[src/rtl/apb_master_bridge.sv]
// ---------------------------------------------------------------------------
// apb_master_bridge
//   APB requester. Each single-beat local command becomes one APB transfer:
//   a SETUP cycle, then one or more ACCESS cycles. The transfer ends when the
//   slave raises pready_i, or when it is aborted after TIMEOUT wait cycles.
//   Only one transfer is in flight at a time, and every output is a register.
//
// Ports
//   pclk_i, prst_i              clock, synchronous active-high reset
//   cmd_valid_i / cmd_ready_o   command handshake (accept when both high)
//   cmd_write_i, cmd_addr_i,
//   cmd_wdata_i                 command direction, address and write data
//   rsp_valid_o                 one-cycle response pulse
//   rsp_rdata_o, rsp_timeout_o  response payload, held until next response
//   busy_o                      a transfer is in progress
//   psel_o, penable_o, pwrite_o,
//   paddr_o, pwdata_o           APB request signals
//   prdata_i, pready_i          APB completion signals, sampled in ACCESS only
// ---------------------------------------------------------------------------
module apb_master_bridge #(
    parameter int ADDR_W  = 32,
    parameter int DATA_W  = 32,
    parameter int TIMEOUT = 16
) (
    input  logic              pclk_i,
    input  logic              prst_i,
    input  logic              cmd_valid_i,
    output logic              cmd_ready_o,
    input  logic              cmd_write_i,
    input  logic [ADDR_W-1:0] cmd_addr_i,
    input  logic [DATA_W-1:0] cmd_wdata_i,
    output logic              rsp_valid_o,
    output logic [DATA_W-1:0] rsp_rdata_o,
    output logic              rsp_timeout_o,
    output logic              busy_o,
    output logic              psel_o,
    output logic              penable_o,
    output logic              pwrite_o,
    output logic [ADDR_W-1:0] paddr_o,
    output logic [DATA_W-1:0] pwdata_o,
    input  logic [DATA_W-1:0] prdata_i,
    input  logic              pready_i
);

    // The abort fires while the counter holds TIMEOUT-1, so it never needs to
    // represent TIMEOUT itself. With TIMEOUT=0 it only saturates.
    localparam int CNT_W = (TIMEOUT > 1) ? $clog2(TIMEOUT) : 1;
    localparam logic [CNT_W-1:0] CNT_LAST = CNT_W'((TIMEOUT > 0) ? TIMEOUT - 1 : 0);

    typedef enum logic [1:0] {
        IDLE   = 2'd0,
        SETUP  = 2'd1,
        ACCESS = 2'd2
    } state_t;

    state_t            state_q, state_d;
    logic [CNT_W-1:0]  wait_cnt_q, wait_cnt_d;
    logic              cmd_ready_q, cmd_ready_d;
    logic              rsp_valid_q, rsp_valid_d;
    logic [DATA_W-1:0] rsp_rdata_q, rsp_rdata_d;
    logic              rsp_timeout_q, rsp_timeout_d;
    logic              busy_q, busy_d;
    logic              psel_q, psel_d;
    logic              penable_q, penable_d;
    logic              pwrite_q, pwrite_d;
    logic [ADDR_W-1:0] paddr_q, paddr_d;
    logic [DATA_W-1:0] pwdata_q, pwdata_d;

    always_ff @(posedge pclk_i) begin
        if (prst_i) begin
            state_q       <= IDLE;
            wait_cnt_q    <= '0;
            cmd_ready_q   <= 1'b1;
            rsp_valid_q   <= 1'b0;
            rsp_rdata_q   <= '0;
            rsp_timeout_q <= 1'b0;
            busy_q        <= 1'b0;
            psel_q        <= 1'b0;
            penable_q     <= 1'b0;
            pwrite_q      <= 1'b0;
            paddr_q       <= '0;
            pwdata_q      <= '0;
        end else begin
            state_q       <= state_d;
            wait_cnt_q    <= wait_cnt_d;
            cmd_ready_q   <= cmd_ready_d;
            rsp_valid_q   <= rsp_valid_d;
            rsp_rdata_q   <= rsp_rdata_d;
            rsp_timeout_q <= rsp_timeout_d;
            busy_q        <= busy_d;
            psel_q        <= psel_d;
            penable_q     <= penable_d;
            pwrite_q      <= pwrite_d;
            paddr_q       <= paddr_d;
            pwdata_q      <= pwdata_d;
        end
    end

    // Next-state logic computes the value every output takes in the next
    // state, so the outputs themselves come straight from flops.
    always_comb begin
        state_d       = state_q;
        wait_cnt_d    = wait_cnt_q;
        cmd_ready_d   = cmd_ready_q;
        rsp_valid_d   = 1'b0;
        rsp_rdata_d   = rsp_rdata_q;
        rsp_timeout_d = rsp_timeout_q;
        busy_d        = busy_q;
        psel_d        = psel_q;
        penable_d     = penable_q;
        pwrite_d      = pwrite_q;
        paddr_d       = paddr_q;
        pwdata_d      = pwdata_q;

        case (state_q)
            IDLE: begin
                if (cmd_valid_i) begin
                    state_d     = SETUP;
                    wait_cnt_d  = '0;
                    cmd_ready_d = 1'b0;
                    busy_d      = 1'b1;
                    psel_d      = 1'b1;
                    pwrite_d    = cmd_write_i;
                    paddr_d     = cmd_addr_i;
                    pwdata_d    = cmd_wdata_i;
                end
            end
            SETUP: begin
                state_d   = ACCESS;
                penable_d = 1'b1;
            end
            ACCESS: begin
                if (pready_i || (TIMEOUT != 0 && wait_cnt_q == CNT_LAST)) begin
                    state_d       = IDLE;
                    cmd_ready_d   = 1'b1;
                    busy_d        = 1'b0;
                    psel_d        = 1'b0;
                    penable_d     = 1'b0;
                    rsp_valid_d   = 1'b1;
                    rsp_timeout_d = !pready_i;
                    // Writes and aborted transfers report zero data.
                    rsp_rdata_d   = (pready_i && !pwrite_q) ? prdata_i : '0;
                end else if (wait_cnt_q != '1) begin
                    wait_cnt_d = wait_cnt_q + 1'b1;
                end
            end
            default: begin
                state_d = IDLE;
            end
        endcase
    end

    assign cmd_ready_o   = cmd_ready_q;
    assign rsp_valid_o   = rsp_valid_q;
    assign rsp_rdata_o   = rsp_rdata_q;
    assign rsp_timeout_o = rsp_timeout_q;
    assign busy_o        = busy_q;
    assign psel_o        = psel_q;
    assign penable_o     = penable_q;
    assign pwrite_o      = pwrite_q;
    assign paddr_o       = paddr_q;
    assign pwdata_o      = pwdata_q;

endmodule
[config.mk]
export PLATFORM = sky130hd
export DESIGN_NAME = apb_master_bridge
export DESIGN_NICKNAME = d
export VERILOG_FILES = /design/src/rtl/apb_master_bridge.sv
export SDC_FILE = /design/constraint.sdc
export NUM_CORES = 1
export LEC_CHECK = 0
export CORE_UTILIZATION = 35
export CTS_CLUSTER_DIAMETER = 80
export DETAILED_ROUTE_END_ITERATION = 12
export PLACE_DENSITY = 0.79
export SLEW_MARGIN = 0
export SYNTH_ARGS = -nofsm -noshare
export SYNTH_HDL_FRONTEND = slang
export SYNTH_SLANG_ARGS = --single-unit
[constraint.sdc]
create_clock -name pclk_i -period 2.84 [get_ports pclk_i]
set_clock_uncertainty 0.05 [all_clocks]
set_input_delay 0.426 -clock pclk_i [delete_from_list [all_inputs] [get_ports pclk_i]]
set_output_delay 0.426 -clock pclk_i [all_outputs]
set_load 0.1 [all_outputs]
==> results_dict.tcl, run 1 <==
set metrics [dict create \
    drive_gt1_frac 0.1964 \
    path_class "in -> reg" \
    synth-seq-cells 108 \
    fin_setup_tns_ps 0 \
    combPwrFrac 0.256 \
    grt_max_degree 74 \
    clockPowerShare 0.314 \
    grt_pass1_vias 3745 \
    drt-total-wl_um 11260 \
    placed_cell_area_sq_um 5812 \
    routedWlPerCell_um 14.03 \
    clk_pin_slew_ps 70 \
    grt_first_pass_wirelength_um 17110 \
    cp_max_fo 71 \
    final_area_sq_um 6095 \
    core_area_sq_um 10980 \
    die_area_sq_um 11870 \
    htreeDepth 3 \
    internal_power_mw 2.521 \
    cts_tree "built" \
    power_frac_seq 0.430 \
    drc 0 \
    num_rows 38 \
    cts_buffer_depth 2 \
    peakVddDrop_v 0.0003751 \
    power_density_nw_per_um2 621.2 \
    dieHeight_um 109.0 \
    syn-mean-instance-area_sq_um 8.361 \
    drv_cap 0 \
    leakage_nw 2.434 \
    diodes 0 \
    worst_pin_slew_ps 781.6 \
    vias 3914 \
    critical_path_required_ps 2990 \
    synth_ff_type "dfxtp_1" \
    synth_area_sq_um 4005 \
    syn-num-nets 581 \
    crit_path_end_kind "flip-flop" \
    switching_share 0.3341 \
    synthArstFlopShare 0 \
    synth_edf_count 0 \
    insertion_delay_ps 340 \
    grt_usage 0.1853 \
    fmaxAchievable_mhz 529.0 \
    post_cts_buffers 0 \
    cts_resized 0 \
    ioPinCount 204 \
    min_period_ps 1890 \
    ant_nets 0 \
    hpwl_um 7771 \
    ys_warn_count 0 \
    startpoint_type "input pin" \
    grt_setup_unrepaired "no" \
    status "complete, no violations" \
    final-max-slew-violation-count 0 \
    relSlewSlack 0.4789 \
    antenna_found_initial 0 \
    synth_cell_types 30 \
    nets 759 \
    routed_via_density 4.880 \
    areaGrowthSynthToFinish_pct 52.17 \
    cts_buffers 9 \
    power_mw 3.786 \
    finalHoldViolCount 0 \
    first_pass_iters 4 \
    portBuffers 203 \
    clock-root-buffer "clkbuf_16" \
    fin_crit_sh 0.6656 \
    hold_buffers 0 \
    drt_iter0_drc 209 \
    hp-class "reg -> reg" \
    crit_arrival_ps 2040 \
    gp_congestion 0.7050 \
    syn_inst 479 \
    die_w_um 109.0 \
    finalSetupViolations 0 \
    grt-ovfl-total 0 \
    yosysSeqAreaShare 0.5398 \
    start_util 0.3647 \
    power_switching_mw 1.265 \
    cts_num_sinks 108 \
]
==> area by class of cell <==
cell class	count	area, sq um
Fill cell	1019	4888
Sequential cell	108	2162
Timing Repair Buffer	210	1824
Multi-Input combinational cell	328	1650
Clock buffer	15	277.8
Tap cell	140	175.2
Clock inverter	1	5.005
==> worst paths after layout <==
check	depth (start not counted)	start	to	slack, ps
hold / removal	2	pwdata_o[3]	pwdata_o[3]	400
setup reg to reg	4	wait_cnt_q[0]	wait_cnt_q[3]	970
hold reg to reg	2	pwdata_o[3]	pwdata_o[3]	400
setup / recovery	5	cmd_valid_i	wait_cnt_q[1]	950
==> power by group through the flow <==
stage,clock (mW),sequential (mW),combinational (mW)
global placement,0,1.66,0.962
detailed placement,0,1.66,0.971
CTS,1.23,1.63,0.973
floorplan,0,2.14,0.195
global route,1.30,1.63,1.01
finish,1.19,1.63,0.969
==> critical path, stage by stage <==
cell and delay [ps]:
clkdlybuf4s50_1 500, or3b_2 450, buf_4 350, o211ai_1 200, a21oi_1 90
==> flip-flops by register name, indices dropped and copies added, names as in the netlist <==
signal and count:
rsp_timeout_o 1, psel_o 1, pwrite_o 1, penable_o 1, wait_cnt_q 4, paddr_o 32, rsp_rdata_o 32, pwdata_o 32
cmd_ready_o 1, state_q 2, rsp_valid_o 1
==> layout by cell type (no fill, tap or decap), drive strengths merged, types with 2 or more instances in the layout <==
cell           instances
clkdlybuf4s50         99
nand2b                33
o21ai                 33
nor3b                  2
a21oi                 71
buf                  111
dfxtp                108
nand4                 33
nand2                130
nor3                   2
clkbuf                15
a31oi                  3
o211ai                 4
nor2                   4
nand3                  2
nand4b                 2
==> cells in the mapped netlist, types with 2 or more instances <==
library cell  count  area, sq um
o21ai_0          29        145.1
nand2_1         130        488.0
nor2_1            3        11.26
nand4_1          33        206.5
a21oi_1          71        355.3
dfxtp_1         108         2162
buf_2            25        125.1
clkbuf_1         15        56.30
nor3_1            2        10.01
nor3b_2           2        25.02
nand4b_1          2        17.52
a31oi_1           2        12.51
nand2b_1         33        206.5
o211ai_1          4        30.03
nand3_1           2        10.01
o21ai_1           4        20.02
==> layer usage <==
layer	vias to the layer above	GRT usage	part of all wire
met2	146	0.3154	0.49
met3	20	0.06157	0.083
met4	0	0.08687	0.024
met1	1780	0.2079	0.41
met5	-	0	0
li1	1968	-	-
==> cell families (layout without fill, tap and decap cells) <==
family	count (synthesis)	after routing	share of synthesized area
compound gates	114	114	0.1518
simple gates	213	213	0.2540
flops	108	108	0.5398
fa+ha+maj	1	1	0.003124
buf+inv	43	226	0.05123
==> metrics by stage <==
stage	cells	util	hold WS, ps	worst slack (ps)
final	802	0.5549	404.1	949.7
after floorplan	479	-	435.7	995.7
after detailed placement	786	0.5292	396.8	608.9
after global placement	786	0.5292	392.6	639.1
after global routing	802	0.5549	423.2	847.8
after CTS	802	0.5549	406.1	950.5
Note: power is estimated with default switching activity, not from simulation.
==> run 2: changes to the inputs <==
- PLACE_DENSITY: 0.79 -> 0.82
- clock period: 2.84 -> 1.7 ns (I/O delays scaled with it)
==> results_dict.tcl, run 2 (synthesis gave the netlist of run 1 again) <==
set metrics [dict create \
    ant_nets 0 \
    first_pass_iters 6 \
    crit_chain "ha_1, a31o_2, or3_1, a21oi_1" \
    drt_iter0_drc 224 \
    fillers 784 \
    fin_crit_sh 0.9162 \
    peakVddDrop_v 0.0005634 \
    final_common_cell "nand2_1" \
    ioPinCount 204 \
    cp_top_family "compound AO/OA/AOI/OAI gates" \
    seq_area_sq_um 2162 \
    power_density_nw_per_um2 933.9 \
    crit_buf_inv 0 \
    cts_buffer_depth 2 \
    final-max-slew-violation-count 0 \
    final_cell_mix "nand2_1 (130), dfxtp_1 (108), buf_12 (108)" \
    diodes 0 \
    die_area_sq_um 11870 \
    die_w_um 109.0 \
    gp_congestion 0.7738 \
    startpoint_type "flip-flop" \
    areaGrowthSynthToFinish_pct 88.94 \
    hold_buffers 0 \
    slowest_delay_ps 360 \
    routedWlPerCell_um 15.55 \
    finalHoldViolCount 0 \
    final_area_sq_um 7567 \
    insertion_delay_ps 330 \
    post_cts_buffers 0 \
    dieHeight_um 109.0 \
    leakage_nw 2.838 \
    drv_cap 0 \
    multi_input_comb_area_sq_um 1650 \
    fmaxAchievable_mhz 642.0 \
    core_area_sq_um 10980 \
    finalSetupViolations 0 \
    placed_cell_area_sq_um 7231 \
    grt_pass1_vias 4202 \
    critical_path_required_ps 1920 \
    grt_setup_unrepaired "no" \
    min_period_ps 1558 \
    cts_resized 0 \
    drt-total-wl_um 12610 \
    nets 768 \
    relSlewSlack 0.7249 \
    antenna_found_initial 0 \
    clk_pin_slew_ps 70 \
    clock-root-buffer "clkbuf_16" \
    cp_slowest_cell "or3_1" \
    portBuffers 203 \
    fin_setup_tns_ps 0 \
    drc 0 \
    holdWs_ps 380.1 \
    grt_usage 0.2170 \
    hpwl_um 9306 \
    crit_path_end_kind "flip-flop" \
    grt_max_degree 67 \
    status "complete, no violations" \
    cts_num_sinks 108 \
    cp_max_fo 7 \
    htreeDepth 3 \
    cts_tree "built" \
    finalNonFillerCells 811 \
    grt-ovfl-total 0 \
    hp-class "in -> reg" \
    start_util 0.3647 \
    grt_first_pass_wirelength_um 20240 \
    drive_gt1_frac 0.2086 \
    worst_pin_slew_ps 412.7 \
    path_class "reg -> reg" \
    vias 4096 \
    routed_via_density 5.051 \
    placedCellCount 795 \
    cts_buffers 9 \
    crit_arrival_ps 1770 \
    num_rows 38 \
]
==> run 2: cell count changes in the layout (fill, tap and decap cells not counted), sizes merged <==
cell	delta
buf	+9
bufinv	+3
clkbuf	-4
clkinv	+1
==> run 2: final timing paths <==
path	slack, ps	start	cells past startpoint	to
min	380	prst_i	3	wait_cnt_q[1]
max reg2reg	140	wait_cnt_q[0]	4	wait_cnt_q[0]
min reg2reg	440	paddr_o[7]	2	paddr_o[7]
max	140	wait_cnt_q[0]	4	wait_cnt_q[0]
==> run 2: final cells by class <==
type,count,area share
Timing Repair Buffer,219,0.4291
Sequential cell,108,0.2857
Multi-Input combinational cell,328,0.2181
Clock buffer,11,0.03075
Tap cell,140,0.02315
Clock inverter,5,0.01323
==> run 2: metal layers <==
metal / global-route usage / part of all wire / vias up / routed length [um]
met5: 0 / 0 / - / 0
met3: 0.06515 / 0.083 / 19 / 1042
met4: 0.08205 / 0.018 / 0 / 229
li1: - / - / 1986 / -
met2: 0.3922 / 0.52 / 161 / 6568
met1: 0.2365 / 0.38 / 1930 / 4767
==> run 2: stage by stage <==
step	worst slack (ps)	power (mW)	utilization
global route	49.73	7.328	0.6890
global placement	-130.3	4.765	0.6584
detailed placement	-162.4	4.805	0.6584
CTS	125.7	7.121	0.6887
floorplan	26.71	3.908	-
finish	142.5	7.067	0.6890
==> run 2: power by group <==
| part | internal [mW] | switching (mW) |
|---|---|---|
| Combinational | 0.769 | 1.20 |
| Sequential | 2.65 | 0.130 |
| Clock | 1.44 | 0.888 |
==> run 2: worst min-delay path, stage by stage <==
cell and delay [ps]:
buf_4 140, buf_12 190, a21oi_1 130
